File: src/rtl/hv_timing_decode.sv
// hv_timing_decode
//   Receiver-side video timing decoder. Consumes the HSYN/VSYN/HBLK/VBLK
//   stream of the system timing generator, regenerates active pixel/line
//   positions, measures line/frame totals and active sizes, and reports
//   lock once the timing has stayed stable across consecutive frames.
//   Every register advances only on cycles where PCLK_EN is high.
//
// Ports
//   CLK      in   1  system clock
//   RST_N    in   1  asynchronous active-low reset
//   PCLK_EN  in   1  pixel enable
//   HSYN     in   1  horizontal sync, active low
//   VSYN     in   1  vertical sync, active low
//   HBLK     in   1  horizontal blank, active high
//   VBLK     in   1  vertical blank, active high
//   HPOS     out  9  active pixel index within line
//   VPOS     out  9  active line index within frame
//   DE       out  1  data enable
//   HTOTAL   out 10  measured enables per line
//   VTOTAL   out 10  measured lines per frame
//   HACT     out  9  measured active pixels per line
//   VACT     out  9  measured active lines per frame
//   LOCKED   out  1  timing stable
//
// Lock FSM (evaluated on VSYN falling edges; line timeout overrides)
//   state      | meaning
//   ST_SEARCH  | no usable reference, wait for a frame start
//   ST_MEASURE | capture the first reference (HTOTAL, VTOTAL) pair
//   ST_CHECK   | compare against reference, reload it on mismatch
//   ST_LOCKED  | timing stable, drop out on any mismatch or line variation

module hv_timing_decode #(
  parameter int unsigned TO_LIMIT = 1023
) (
  input  logic       CLK,
  input  logic       RST_N,
  input  logic       PCLK_EN,
  input  logic       HSYN,
  input  logic       VSYN,
  input  logic       HBLK,
  input  logic       VBLK,
  output logic [8:0] HPOS,
  output logic [8:0] VPOS,
  output logic       DE,
  output logic [9:0] HTOTAL,
  output logic [9:0] VTOTAL,
  output logic [8:0] HACT,
  output logic [8:0] VACT,
  output logic       LOCKED
);

  localparam logic [9:0] TO_LIM  = 10'(TO_LIMIT);
  localparam logic [9:0] CNT_MAX = 10'h3FF;

  typedef enum logic [1:0] {
    ST_SEARCH  = 2'd0,
    ST_MEASURE = 2'd1,
    ST_CHECK   = 2'd2,
    ST_LOCKED  = 2'd3
  } state_t;

  state_t state_q, state_d;

  logic       hsyn_q, vsyn_q, hblk_q, vblk_q;
  logic [9:0] hc_q, hc_d, vc_q, vc_d;
  logic [9:0] htotal_q, htotal_d, vtotal_q, vtotal_d;
  logic [8:0] hpos_q, hpos_d, vpos_q, vpos_d;
  logic [8:0] hact_q, hact_d, vact_q, vact_d;
  logic       de_q, de_d;
  logic       hvar_q, hvar_d;
  logic [9:0] ref_h_q, ref_v_q;

  logic       hs_fall, vs_fall, hb_rise, vb_rise, timeout;
  logic [9:0] hc_inc, vc_inc, vc_hs;
  logic       hvar_eff, pair_ok, ref_ld;

  assign hs_fall = hsyn_q & ~HSYN;
  assign vs_fall = vsyn_q & ~VSYN;
  assign hb_rise = HBLK & ~hblk_q;
  assign vb_rise = VBLK & ~vblk_q;
  assign timeout = (hc_q == TO_LIM);

  // Both counters saturate; the line length reported on an HSYN edge
  // saturates with them so a very long line never reads back as short.
  assign hc_inc = (hc_q == CNT_MAX) ? hc_q : hc_q + 10'd1;
  assign vc_inc = (vc_q == CNT_MAX) ? vc_q : vc_q + 10'd1;

  // Line count including an HSYN edge landing on this enable, so a
  // coincident HSYN/VSYN edge closes the old frame rather than opening the new.
  assign vc_hs = hs_fall ? vc_inc : vc_q;

  // Line-length variation seen up to and including this enable.
  assign hvar_eff = hvar_q | (hs_fall & (hc_inc != htotal_q));

  always_comb begin
    hc_d     = hs_fall ? 10'd0 : hc_inc;
    htotal_d = hs_fall ? hc_inc : htotal_q;
    hvar_d   = vs_fall ? 1'b0 : hvar_eff;
    vc_d     = vs_fall ? 10'd0 : vc_hs;
    vtotal_d = vs_fall ? vc_hs : vtotal_q;
    // HPOS is the index of the pixel just sampled: the first active sample
    // (previous sample still blank) is index 0.
    hpos_d   = (HBLK | hblk_q) ? 9'd0 : hpos_q + 9'd1;
    hact_d   = hb_rise ? hpos_q + 9'd1 : hact_q;
    vpos_d   = vpos_q;
    if (VBLK)         vpos_d = 9'd0;
    else if (hb_rise) vpos_d = vpos_q + 9'd1;
    vact_d   = vb_rise ? vpos_q : vact_q;
    de_d     = ~HBLK & ~VBLK;
  end

  always_ff @(posedge CLK or negedge RST_N) begin
    if (!RST_N) begin
      hsyn_q   <= 1'b1;
      vsyn_q   <= 1'b1;
      hblk_q   <= 1'b1;
      vblk_q   <= 1'b1;
      hc_q     <= '0;
      vc_q     <= '0;
      htotal_q <= '0;
      vtotal_q <= '0;
      hpos_q   <= '0;
      vpos_q   <= '0;
      hact_q   <= '0;
      vact_q   <= '0;
      de_q     <= 1'b0;
      hvar_q   <= 1'b0;
    end else if (PCLK_EN) begin
      hsyn_q   <= HSYN;
      vsyn_q   <= VSYN;
      hblk_q   <= HBLK;
      vblk_q   <= VBLK;
      hc_q     <= hc_d;
      vc_q     <= vc_d;
      htotal_q <= htotal_d;
      vtotal_q <= vtotal_d;
      hpos_q   <= hpos_d;
      vpos_q   <= vpos_d;
      hact_q   <= hact_d;
      vact_q   <= vact_d;
      de_q     <= de_d;
      hvar_q   <= hvar_d;
    end
  end

  // Lock FSM: state register
  always_ff @(posedge CLK or negedge RST_N) begin
    if (!RST_N) begin
      state_q <= ST_SEARCH;
    end else if (PCLK_EN) begin
      state_q <= state_d;
    end
  end

  always_ff @(posedge CLK or negedge RST_N) begin
    if (!RST_N) begin
      ref_h_q <= '0;
      ref_v_q <= '0;
    end else if (PCLK_EN && ref_ld) begin
      ref_h_q <= htotal_d;
      ref_v_q <= vtotal_d;
    end
  end

  // The pair compared is the one this VSYN edge produces.
  assign pair_ok = (htotal_d == ref_h_q) && (vtotal_d == ref_v_q);

  // Lock FSM: next state
  always_comb begin
    state_d = state_q;
    ref_ld  = 1'b0;
    if (timeout) begin
      state_d = ST_SEARCH;
    end else if (vs_fall) begin
      case (state_q)
        ST_SEARCH: state_d = ST_MEASURE;
        ST_MEASURE: begin
          ref_ld  = 1'b1;
          state_d = ST_CHECK;
        end
        ST_CHECK: begin
          if (pair_ok && !hvar_eff) begin
            state_d = ST_LOCKED;
          end else begin
            ref_ld  = 1'b1;
          end
        end
        ST_LOCKED: begin
          if (!pair_ok || hvar_eff) state_d = ST_SEARCH;
        end
        default: state_d = ST_SEARCH;
      endcase
    end
  end

  // Lock FSM: outputs
  always_comb begin
    LOCKED = 1'b0;
    if (state_q == ST_LOCKED) LOCKED = 1'b1;
  end

  assign HPOS   = hpos_q;
  assign VPOS   = vpos_q;
  assign DE     = de_q;
  assign HTOTAL = htotal_q;
  assign VTOTAL = vtotal_q;
  assign HACT   = hact_q;
  assign VACT   = vact_q;

endmodule

File: config.mk
export PLATFORM = sky130hd
export DESIGN_NAME = hv_timing_decode
export DESIGN_NICKNAME = d
export VERILOG_FILES = /design/src/rtl/hv_timing_decode.sv
export SDC_FILE = /design/constraint.sdc
export NUM_CORES = 1
export LEC_CHECK = 0
export BUFFER_PORTS_ARGS = -buffer_cell sky130_fd_sc_hd__buf_2
export CORE_UTILIZATION = 35
export DETAILED_ROUTE_END_ITERATION = 7
export GPL_TIMING_DRIVEN = 0
export PLACE_DENSITY_LB_ADDON = 0.08
export SLEW_MARGIN = 40
export SYNTH_ARGS = -nofsm -noshare
export SYNTH_HDL_FRONTEND = slang
export SYNTH_SLANG_ARGS = --single-unit
File: constraint.sdc
create_clock -name CLK -period 3.8 [get_ports CLK]
set_input_delay 0.19 -clock CLK [delete_from_list [all_inputs] [get_ports CLK]]
set_output_delay 0.19 -clock CLK [all_outputs]
set_load 0.03 [all_outputs]
==> report_table.html, run 1 <==
<table>
<tr><th>Metric</th><th>Value</th></tr>
<tr><th colspan="2">Detailed routing</th></tr>
<tr><td>Drt via density</td><td>5.49</td></tr>
<tr><td>Number of design rule violations left after detail routing</td><td>0</td></tr>
<tr><td>DR WL met2</td><td>7750 um</td></tr>
<tr><td>Number of vias after detailed routing</td><td>5175</td></tr>
<tr><td>Detailed-routing wirelength on met1</td><td>8230 um</td></tr>
<tr><td>Final wirelength</td><td>16900 um</td></tr>
<tr><td>Sum of met3 wire segment lengths after detailed routing</td><td>639 um</td></tr>
<tr><td>Length of the first detailed-routing pass in iterations</td><td>5</td></tr>
<tr><td>Count of antenna-violating nets left after detailed routing</td><td>0</td></tr>
<tr><td>Top metal layer carrying routed signals</td><td>met4</td></tr>
<tr><td>Average routed wire per standard cell</td><td>18.0 um</td></tr>
<tr><td>Violation count after the first detailed-route iteration</td><td>320</td></tr>
<tr><th colspan="2">Synth</th></tr>
<tr><td>Simple-gate portion of the synthesized area</td><td>0.182</td></tr>
<tr><td>Synth Area in XOR/XNOR</td><td>0.0583</td></tr>
<tr><td>Number of library cell types mapped by synthesis</td><td>67</td></tr>
<tr><td>Mux contribution to synthesized area</td><td>0.0827</td></tr>
<tr><td>Post-synth EDFFs</td><td>0</td></tr>
<tr><td>Average size of a mapped cell</td><td>9.38 um2</td></tr>
<tr><td>Proportion of synthesized chip area in sequential cells</td><td>0.434</td></tr>
<tr><td>Area fraction of the dominant cell type after synthesis</td><td>0.416</td></tr>
<tr><td>Share of flip-flops with an asynchronous set or reset after synthesis</td><td>1.00</td></tr>
<tr><td>Synthesized netlist cell count</td><td>641</td></tr>
<tr><td>Syn Nets</td><td>656</td></tr>
<tr><td>Adder-cell share of the synthesized area</td><td>0.0167</td></tr>
<tr><td>Most used flip-flop cell after synthesis</td><td>sky130_fd_sc_hd__dfrtp_1</td></tr>
<tr><td>Total of flip-flops plus latches after synthesis</td><td>104</td></tr>
<tr><td>Top area cells in the synthesized netlist</td><td>sky130_fd_sc_hd__dfrtp_1 (42%), sky130_fd_sc_hd__mux2_2 (6.6%), sky130_fd_sc_hd__nand2_1 (4.4%), sky130_fd_sc_hd__o21ai_0 (4.3%), sky130_fd_sc_hd__xnor2_1 (3.2%)</td></tr>
<tr><td>Netlist area before placement</td><td>6010 um2</td></tr>
<tr><td>Compound-Gate Fraction of Synth Area</td><td>0.178</td></tr>
<tr><td>Post-synth top area cell</td><td>sky130_fd_sc_hd__dfrtp_1</td></tr>
<tr><td>Yosys warning count</td><td>0</td></tr>
<tr><td>Dominant combinational cell family by area after synthesis</td><td>simple AND/OR/NAND/NOR gates</td></tr>
<tr><th colspan="2">Floorplan</th></tr>
<tr><td>Num ports</td><td>65</td></tr>
<tr><td>Die area</td><td>17700 um2</td></tr>
<tr><td>Site Rows</td><td>47</td></tr>
<tr><td>Floorplan die height</td><td>133 um</td></tr>
<tr><td>Core box area</td><td>16700 um2</td></tr>
<tr><td>Chip width</td><td>133 um</td></tr>
<tr><td>Initial cell density of the core</td><td>0.360</td></tr>
<tr><th colspan="2">Worst setup path</th></tr>
<tr><td>Buffer and inverter count on the worst path</td><td>2</td></tr>
<tr><td>Cell mode on critical path</td><td>sky130_fd_sc_hd__buf_2</td></tr>
<tr><td>Largest delay share family, worst path</td><td>compound AO/OA/AOI/OAI gates</td></tr>
<tr><td>Critical-path top delay cell</td><td>sky130_fd_sc_hd__dfrtp_1</td></tr>
<tr><td>WS Path Type</td><td>flop to flop</td></tr>
<tr><td>Required time of the critical path</td><td>4.04 ns</td></tr>
<tr><td>Nature of the critical path endpoint</td><td>flop</td></tr>
<tr><td>R2R Setup Slk</td><td>0.18 ns</td></tr>
<tr><td>Crit start category</td><td>flop</td></tr>
<tr><td>Worst path cell trace</td><td>ha_1 -&gt; buf_2 -&gt; and4_1 -&gt; buf_2 -&gt; nor4_4 -&gt; o31ai_2 -&gt; xor2_1 -&gt; a2111oi_0 -&gt; and4b_1 -&gt; a31oi_2 -&gt; or3_1 -&gt; a311o_1</td></tr>
<tr><td>Largest fanout of any net on the critical path</td><td>8</td></tr>
<tr><td>Worst EP arrival</td><td>3.86 ns</td></tr>
<tr><td>Worst stage delay on the critical path</td><td>0.46 ns</td></tr>
<tr><th colspan="2">Place</th></tr>
<tr><td>Number of buffers inserted by port buffering</td><td>63</td></tr>
<tr><td>Number of placed instances, taps included</td><td>925</td></tr>
<tr><td>Sum of net half-perimeters after detailed placement</td><td>12200 um</td></tr>
<tr><td>Weighted congestion at the end of routability-driven global placement</td><td>0.883</td></tr>
<tr><td>Pre-CTS setup slack</td><td>-0.375 ns</td></tr>
<tr><td>Cell Area, Placed</td><td>6640 um2</td></tr>
<tr><th colspan="2">Global routing</th></tr>
<tr><td>Number of antenna violations at the first check in global routing</td><td>0</td></tr>
<tr><td>First-pass GRT wire length</td><td>27400 um</td></tr>
<tr><td>Overflow left after global routing</td><td>0</td></tr>
<tr><td>Global Route Usage Sum</td><td>0.200</td></tr>
<tr><td>Number of global-route vias before repair</td><td>4987</td></tr>
<tr><td>Pin count of the biggest net entering global routing</td><td>65</td></tr>
<tr><th colspan="2">Pwr</th></tr>
<tr><td>Max rail drop VDD</td><td>0.243 mV</td></tr>
<tr><td>Total power of the final layout</td><td>3.28 mW</td></tr>
<tr><td>Leakage power summed over all cells</td><td>3.11 nW</td></tr>
<tr><td>Pwr per Cell Area</td><td>467 nW/um2</td></tr>
<tr><th colspan="2">Finish</th></tr>
<tr><td>Total of fill cells in the finished design</td><td>1711</td></tr>
<tr><td>Post-route insts no fill</td><td>942</td></tr>
<tr><td>Syn-to-layout area delta</td><td>16.9%</td></tr>
<tr><td>Number of antenna repair diodes</td><td>0</td></tr>
<tr><td>Footprint of the multi-input gates</td><td>3200 um2</td></tr>
<tr><td>Commonest cells after routing, fill and taps aside</td><td>sky130_fd_sc_hd__dfrtp_1 (100), sky130_fd_sc_hd__buf_2 (78), sky130_fd_sc_hd__nand2_1 (71), sky130_fd_sc_hd__o21ai_0 (51), sky130_fd_sc_hd__nor2_1 (48)</td></tr>
<tr><td>Most common cell after layout, fill and taps aside</td><td>sky130_fd_sc_hd__dfrtp_1</td></tr>
<tr><td>Fraction of layout instances using a drive strength above 1</td><td>0.226</td></tr>
<tr><td>Number of nets in the final layout</td><td>732</td></tr>
<tr><td>Sequential cell area</td><td>2610 um2</td></tr>
<tr><td>Final std cell area, no fill</td><td>7030 um2</td></tr>
<tr><th colspan="2">Outcome</th></tr>
<tr><td>Status</td><td>completed</td></tr>
<tr><th colspan="2">Timing</th></tr>
<tr><td>Unrepaired setup endpoints after global routing</td><td>no</td></tr>
<tr><td>Worst-margin pin slew</td><td>0.748 ns</td></tr>
<tr><td>Final hold violation count</td><td>0</td></tr>
<tr><td>Hold Worst Slack</td><td>0.0869 ns</td></tr>
<tr><td>Period utilization</td><td>0.953</td></tr>
<tr><td>Setup WS post-layout</td><td>0.178 ns</td></tr>
<tr><td>Final count of negative-setup-slack endpoints</td><td>0</td></tr>
<tr><td>Final Slew Violations</td><td>0</td></tr>
<tr><td>Fin Clk Skew</td><td>0.0114 ns</td></tr>
<tr><td>Fmax achieved</td><td>276 MHz</td></tr>
<tr><td>Tightest slew margin relative to the limit</td><td>0.501</td></tr>
<tr><td>Final critical-path required period</td><td>3.62 ns</td></tr>
<tr><th colspan="2">Min path</th></tr>
<tr><td>Kind of path behind the tightest hold check</td><td>primary input to flop</td></tr>
<tr><th colspan="2">Clocking</th></tr>
<tr><td>CTS Root Buffer Type</td><td>sky130_fd_sc_hd__clkbuf_16</td></tr>
<tr><td>Clock Tree Buf Depth</td><td>2</td></tr>
<tr><td>CTS H-Tree Depth</td><td>3</td></tr>
<tr><td>Insertion delay of the later-clocked pin in the worst-skew pair</td><td>0.35 ns</td></tr>
<tr><td>TritonCTS buffer count</td><td>9</td></tr>
<tr><td>Post-CTS clock slew at the launch and capture registers of the worst setup and hold paths</td><td>0.07 ns</td></tr>
<tr><td>Clock sink count</td><td>104</td></tr>
<tr><td>Clock tree from TritonCTS</td><td>done</td></tr>
<tr><th colspan="2">Job</th></tr>
<tr><td>Number of maximum-capacitance constraint violations</td><td>0</td></tr>
</table>
synthesized netlist by cell type (all sizes together) (3+ instances only):
cell type,n
a2111oi,5
a21o,4
a21oi,36
a31oi,12
a41oi,4
and2,3
and3,11
and4,10
buf,25
clkbuf,22
dfrtp,100
dfstp,4
ha,8
inv,18
mux2,35
mux2i,9
nand2,71
nand2b,6
nand3,19
nand3b,3
nand4,14
nor2,48
nor2b,3
nor3,10
nor4,4
o2111ai,3
o211ai,3
o21a,4
o21ai,53
o2bb2ai,3
o31a,4
o31ai,12
or3,5
xnor2,22
xor2,18
stage by stage:
| step | TNS, ns | util |
|---|---|---|
| 2_1_floorplan | 0 | - |
| 3_3_place_gp | -6.64 | 0.395 |
| 3_5_place_dp | -6.87 | 0.397 |
| 4_1_cts | 0 | 0.417 |
| 5_1_grt | 0 | 0.421 |
| 6_report | 0 | 0.421 |
where the power goes:
group	switching (mW)	internal (mW)
sequential	0.156	1.27
clock	0.415	0.531
combinational	0.545	0.374
per-layer routing:
metal | vias to the layer above | GRT usage
met5 | - | 0
met3 | 22 | 0.0257
met2 | 141 | 0.314
li1 | 2462 | -
met4 | 0 | 0.0677
met1 | 2550 | 0.282
sequential cells by signal (all words and copies together), names as in the netlist, 2 cells and up:
register / count
HTOTAL: 10
state_q: 2
HPOS: 9
vc_q: 10
ref_h_q: 10
VACT: 9
VTOTAL: 10
ref_v_q: 10
hc_q: 10
VPOS: 9
HACT: 9
worst paths after layout:
check | startpoint | to | cells after the start
setup / recovery | hc_q[1] | state_q[0] | 12
hold / removal | HBLK | DE | 2
setup reg to reg | hc_q[1] | state_q[0] | 12
hold reg to reg | HACT[4] | HACT[4] | 2
max in group asynchronous | RST_N | vsyn_q | 3
min in group asynchronous | RST_N | HACT[4] | 2
logic make-up (layout without fill, tap and decap cells):
kind of cell | after synthesis | in the layout
flops | 104 | 104
buf+inv | 65 | 146
compound gates | 163 | 163
fa+ha+maj | 8 | 8
mux | 44 | 44
simple gates | 217 | 217
xor+xnor | 40 | 40
worst reg2reg max path: stages (launching register included):
cell and delay, ns:
sky130_fd_sc_hd__dfrtp_1 0.46, sky130_fd_sc_hd__ha_1 0.19, sky130_fd_sc_hd__buf_2 0.18, sky130_fd_sc_hd__and4_1 0.19, sky130_fd_sc_hd__buf_2 0.20, sky130_fd_sc_hd__nor4_4 0.08, sky130_fd_sc_hd__o31ai_2 0.40, sky130_fd_sc_hd__xor2_1 0.15
sky130_fd_sc_hd__a2111oi_0 0.40, sky130_fd_sc_hd__and4b_1 0.34, sky130_fd_sc_hd__a31oi_2 0.15, sky130_fd_sc_hd__or3_1 0.41, sky130_fd_sc_hd__a311o_1 0.36
area by class of cell:
type / instances / area share
inverter: 18 / 0.00961
clock buffer: 13 / 0.0356
multi-input combinational: 472 / 0.455
clock inverter: 3 / 0.00641
sequential: 104 / 0.371
timing repair buffer: 66 / 0.0527
tap: 220 / 0.0392
buffer: 46 / 0.0308
repair_timing:
action                                  in CTS  in global routing
pin swaps                                    0                  1
buffers inserted                             0                  1
endpoints found under the setup margin      22                 22
resized for setup                            5                 14
endpoints found under the hold margin       39                  0
hold buffers                                 1                  0
Power figures use the tool's default switching activity.
==> run 2: changes to the inputs <==
--- a/config.mk
+++ b/config.mk
@@ -6,7 +6,8 @@
 export NUM_CORES = 1
 export LEC_CHECK = 0
 export BUFFER_PORTS_ARGS = -buffer_cell sky130_fd_sc_hd__buf_2
-export CORE_UTILIZATION = 35
+export CORE_MARGIN = 1
+export CORE_UTILIZATION = 45
 export DETAILED_ROUTE_END_ITERATION = 7
 export GPL_TIMING_DRIVEN = 0
 export PLACE_DENSITY_LB_ADDON = 0.08
==> run 2 against run 1 <==
  * First-iteration DRC count increased by 6.3%
  * Final cell count down 5.2%
  * Die area decreased by 22%
  * Sequential power is essentially flat
  * Sequential cell count unchanged
  * Critical path depth unchanged
  * Global-route usage up 4.5 points
  * Maximum frequency increased by 1.2%
  * Clock skew down 0.0067 ns
  * Routed wire length is 3.4% lower
==> report_table.html, run 2 (synthesis results as in run 1) <==
<table>
<tr><th>Metric</th><th>Value</th></tr>
<tr><th colspan="2">Floorplan</th></tr>
<tr><td>Initial cell density of the core</td><td>0.469 (was 0.360)</td></tr>
<tr><td>Site Rows</td><td>41 (was 47)</td></tr>
<tr><td>Floorplan die height</td><td>118 um (was 133 um)</td></tr>
<tr><td>Die area</td><td>13800 um2 (was 17700 um2)</td></tr>
<tr><td>Num ports</td><td>65 (unchanged)</td></tr>
<tr><td>Core box area</td><td>12800 um2 (was 16700 um2)</td></tr>
<tr><td>Chip width</td><td>118 um (was 133 um)</td></tr>
<tr><th colspan="2">Finish</th></tr>
<tr><td>Number of nets in the final layout</td><td>732 (unchanged)</td></tr>
<tr><td>Commonest cells after routing, fill and taps aside</td><td>sky130_fd_sc_hd__dfrtp_1 (100), sky130_fd_sc_hd__buf_2 (78), sky130_fd_sc_hd__nand2_1 (71), sky130_fd_sc_hd__o21ai_0 (51), sky130_fd_sc_hd__nor2_1 (48) (unchanged)</td></tr>
<tr><td>Fraction of layout instances using a drive strength above 1</td><td>0.229 (was 0.226)</td></tr>
<tr><td>Final std cell area, no fill</td><td>6970 um2 (was 7030 um2)</td></tr>
<tr><td>Number of antenna repair diodes</td><td>0 (unchanged)</td></tr>
<tr><td>Syn-to-layout area delta</td><td>15.9% (was 16.9%)</td></tr>
<tr><td>Footprint of the multi-input gates</td><td>3220 um2 (was 3200 um2)</td></tr>
<tr><td>Post-route insts no fill</td><td>893 (was 942)</td></tr>
<tr><td>Sequential cell area</td><td>2610 um2 (unchanged)</td></tr>
<tr><td>Most common cell after layout, fill and taps aside</td><td>sky130_fd_sc_hd__dfrtp_1 (unchanged)</td></tr>
<tr><td>Total of fill cells in the finished design</td><td>1206 (was 1711)</td></tr>
<tr><th colspan="2">Global routing</th></tr>
<tr><td>Global route hottest layer</td><td>met2 (unchanged)</td></tr>
<tr><td>Pin count of the biggest net entering global routing</td><td>59 (was 65)</td></tr>
<tr><td>Met2 usage</td><td>0.362 (was 0.314)</td></tr>
<tr><td>Global Route Usage Sum</td><td>0.244 (was 0.200)</td></tr>
<tr><td>Overflow left after global routing</td><td>0 (unchanged)</td></tr>
<tr><td>First-pass GRT wire length</td><td>26600 um (was 27400 um)</td></tr>
<tr><td>Number of global-route vias before repair</td><td>4968 (was 4987)</td></tr>
<tr><td>GR Layer Usage met1</td><td>0.347 (was 0.282)</td></tr>
<tr><td>Global-route met3 utilization</td><td>0.0562 (was 0.0257)</td></tr>
<tr><td>Number of antenna violations at the first check in global routing</td><td>0 (unchanged)</td></tr>
<tr><th colspan="2">Timing</th></tr>
<tr><td>Final critical-path required period</td><td>3.58 ns (was 3.62 ns)</td></tr>
<tr><td>Worst-margin pin slew</td><td>0.712 ns (was 0.748 ns)</td></tr>
<tr><td>Tightest slew margin relative to the limit</td><td>0.526 (was 0.501)</td></tr>
<tr><td>Final count of negative-setup-slack endpoints</td><td>0 (unchanged)</td></tr>
<tr><td>Final Slew Violations</td><td>0 (unchanged)</td></tr>
<tr><td>Final hold violation count</td><td>0 (unchanged)</td></tr>
<tr><td>Period utilization</td><td>0.942 (was 0.953)</td></tr>
<tr><td>Fmax achieved</td><td>279 MHz (was 276 MHz)</td></tr>
<tr><td>Fin Clk Skew</td><td>0.00470 ns (was 0.0114 ns)</td></tr>
<tr><td>Unrepaired setup endpoints after global routing</td><td>no (unchanged)</td></tr>
<tr><th colspan="2">Worst setup path</th></tr>
<tr><td>Critical-path top delay cell</td><td>sky130_fd_sc_hd__dfrtp_1 (unchanged)</td></tr>
<tr><td>Reg-to-reg startpoint</td><td>hc_q[1] (unchanged)</td></tr>
<tr><td>Largest fanout of any net on the critical path</td><td>8 (unchanged)</td></tr>
<tr><td>Worst path cell trace</td><td>ha_1 -&gt; buf_2 -&gt; and4_1 -&gt; buf_2 -&gt; nor4_4 -&gt; o31ai_4 -&gt; xor2_1 -&gt; a2111oi_1 -&gt; and4b_2 -&gt; a31oi_2 -&gt; or3_1 -&gt; a311o_1 (was ha_1 -&gt; buf_2 -&gt; and4_1 -&gt; buf_2 -&gt; nor4_4 -&gt; o31ai_2 -&gt; xor2_1 -&gt; a2111oi_0 -&gt; and4b_1 -&gt; a31oi_2 -&gt; or3_1 -&gt; a311o_1)</td></tr>
<tr><td>RR Endpoint</td><td>state_q[1] (was state_q[0])</td></tr>
<tr><td>Number of cells on the worst reg-to-reg path</td><td>12 (unchanged)</td></tr>
<tr><td>Worst EP arrival</td><td>3.81 ns (was 3.86 ns)</td></tr>
<tr><td>Crit start category</td><td>flop (unchanged)</td></tr>
<tr><td>R2R Setup Slk</td><td>0.22 ns (was 0.18 ns)</td></tr>
<tr><td>Buffer and inverter count on the worst path</td><td>2 (unchanged)</td></tr>
<tr><td>Nature of the critical path endpoint</td><td>flop (unchanged)</td></tr>
<tr><td>WS Path Type</td><td>flop to flop (unchanged)</td></tr>
<tr><td>Largest delay share family, worst path</td><td>simple AND/OR/NAND/NOR gates (was compound AO/OA/AOI/OAI gates)</td></tr>
<tr><td>Required time of the critical path</td><td>4.03 ns (was 4.04 ns)</td></tr>
<tr><td>Worst stage delay on the critical path</td><td>0.45 ns (was 0.46 ns)</td></tr>
<tr><td>Cell mode on critical path</td><td>sky130_fd_sc_hd__buf_2 (unchanged)</td></tr>
<tr><th colspan="2">Detailed routing</th></tr>
<tr><td>Drt via density</td><td>5.82 (was 5.49)</td></tr>
<tr><td>Average routed wire per standard cell</td><td>18.3 um (was 18.0 um)</td></tr>
<tr><td>Count of antenna-violating nets left after detailed routing</td><td>0 (unchanged)</td></tr>
<tr><td>Length of the first detailed-routing pass in iterations</td><td>5 (unchanged)</td></tr>
<tr><td>Final wirelength</td><td>16400 um (was 16900 um)</td></tr>
<tr><td>Violation count after the first detailed-route iteration</td><td>340 (was 320)</td></tr>
<tr><td>Number of design rule violations left after detail routing</td><td>0 (unchanged)</td></tr>
<tr><td>Number of vias after detailed routing</td><td>5193 (was 5175)</td></tr>
<tr><th colspan="2">Outcome</th></tr>
<tr><td>Status</td><td>completed (unchanged)</td></tr>
<tr><th colspan="2">Pwr</th></tr>
<tr><td>Switching fraction of total power</td><td>0.346 (was 0.340)</td></tr>
<tr><td>Internal power contribution</td><td>2.11 mW (was 2.17 mW)</td></tr>
<tr><td>Share of power burned in combinational logic</td><td>0.285 (was 0.280)</td></tr>
<tr><td>Total power of the final layout</td><td>3.22 mW (was 3.28 mW)</td></tr>
<tr><td>Max rail drop VDD</td><td>0.269 mV (was 0.243 mV)</td></tr>
<tr><td>Pwr per Cell Area</td><td>462 nW/um2 (was 467 nW/um2)</td></tr>
<tr><td>Sequential Power Share</td><td>0.439 (was 0.433)</td></tr>
<tr><td>Leakage power summed over all cells</td><td>3.13 nW (was 3.11 nW)</td></tr>
<tr><td>Clock network power share</td><td>0.275 (was 0.288)</td></tr>
<tr><td>Switching Power</td><td>1.11 mW (was 1.12 mW)</td></tr>
<tr><th colspan="2">Clocking</th></tr>
<tr><td>Post-CTS clock slew at the launch and capture registers of the worst setup and hold paths</td><td>0.07 ns (about the same)</td></tr>
<tr><td>Clock tree from TritonCTS</td><td>done (unchanged)</td></tr>
<tr><td>CTS H-Tree Depth</td><td>3 (unchanged)</td></tr>
<tr><td>CTS Root Buffer Type</td><td>sky130_fd_sc_hd__clkbuf_16 (unchanged)</td></tr>
<tr><td>Clock sink count</td><td>104 (unchanged)</td></tr>
<tr><td>TritonCTS buffer count</td><td>9 (unchanged)</td></tr>
<tr><td>Clock Tree Buf Depth</td><td>2 (unchanged)</td></tr>
<tr><td>Insertion delay of the later-clocked pin in the worst-skew pair</td><td>0.35 ns (about the same)</td></tr>
<tr><th colspan="2">Place</th></tr>
<tr><td>Cell Area, Placed</td><td>6580 um2 (was 6640 um2)</td></tr>
<tr><td>Number of placed instances, taps included</td><td>877 (was 925)</td></tr>
<tr><td>Sum of net half-perimeters after detailed placement</td><td>11700 um (was 12200 um)</td></tr>
<tr><td>Number of buffers inserted by port buffering</td><td>63 (unchanged)</td></tr>
<tr><td>Weighted congestion at the end of routability-driven global placement</td><td>0.908 (was 0.883)</td></tr>
<tr><th colspan="2">Min path</th></tr>
<tr><td>Kind of path behind the tightest hold check</td><td>primary input to flop (unchanged)</td></tr>
<tr><td>Hold-critical path depth</td><td>2 (unchanged)</td></tr>
<tr><td>Terminating pin of the worst hold path</td><td>DE (unchanged)</td></tr>
<tr><td>Origin of the worst min-delay path</td><td>HBLK (unchanged)</td></tr>
<tr><th colspan="2">Job</th></tr>
<tr><td>Number of maximum-capacitance constraint violations</td><td>0 (unchanged)</td></tr>
</table>
==> run 2: cell types whose count changed in the layout (fill, tap and decap cells not counted), sizes merged <==
cell	delta
clkinv	+3
clkbuf	-2
clkinvlp	-2
bufinv	-1
inv	+1
==> run 2: worst max path at each step <==
stage               slack [ns]    start         end  depth (start not counted)
detailed placement       -0.08  hc_q[1]  state_q[0]                         12
floorplan                 0.67  vc_q[0]  state_q[0]                         11
global placement         -0.06   hsyn_q  ref_h_q[1]                         11
finish                    0.22  hc_q[1]  state_q[1]                         12
CTS                       0.01  hc_q[1]  state_q[0]                         12
global route              0.03  hc_q[1]  ref_h_q[9]                         12
==> run 2: layout make-up <==
class / instances / area share
Timing Repair Buffer: 66 / 0.0532
Multi-Input combinational cell: 472 / 0.462
Sequential cell: 104 / 0.374
Clock buffer: 11 / 0.0348
Inverter: 18 / 0.00970
Tap cell: 172 / 0.0309
Clock inverter: 4 / 0.00449
Buffer: 46 / 0.0311
==> run 2: stage by stage <==
step,util,setup WS [ns],setup TNS [ns],hold WS [ns]
2_1_floorplan,-,0.670,0,-0.106
3_3_place_gp,0.510,-0.0555,-0.612,0.431
3_5_place_dp,0.513,-0.0843,-0.887,0.118
4_1_cts,0.535,0.00957,0,0.0632
5_1_grt,0.543,0.0325,0,0.0760
6_report,0.543,0.222,0,0.0714
==> run 2: repair_timing <==
action	CTS	global route
gates resized for setup	2	20
hold buffers	1	0
endpoints found under the hold margin	44	0
setup buffers	0	1
pin swaps	0	1
setup endpoints to repair	17	22
==> run 2: routing by layer <==
layer / part of all wire / routed length, um
met1: 0.48 / 7790
met5: 0 / 0
met4: 0.022 / 354
met3: 0.061 / 1000
met2: 0.44 / 7200
==> run 2: power groups by stage <==
stage | registers, mW | clock network [mW] | logic (mW)
finish | 1.41 | 0.887 | 0.918
detailed placement | 1.43 | 0 | 0.889
CTS | 1.41 | 0.910 | 0.894
global route | 1.44 | 0.962 | 1.01
global placement | 1.42 | 0 | 0.868
floorplan | 1.50 | 0 | 0.550
==> run 2: worst register-to-register path: stages, from the launching register on <==
cell,delay (ns)
sky130_fd_sc_hd__dfrtp_1,0.45
sky130_fd_sc_hd__ha_1,0.21
sky130_fd_sc_hd__buf_2,0.17
sky130_fd_sc_hd__and4_1,0.18
sky130_fd_sc_hd__buf_2,0.17
sky130_fd_sc_hd__nor4_4,0.38
sky130_fd_sc_hd__o31ai_4,0.14
sky130_fd_sc_hd__xor2_1,0.16
sky130_fd_sc_hd__a2111oi_1,0.35
sky130_fd_sc_hd__and4b_2,0.35
sky130_fd_sc_hd__a31oi_2,0.14
sky130_fd_sc_hd__or3_1,0.39
sky130_fd_sc_hd__a311o_1,0.36
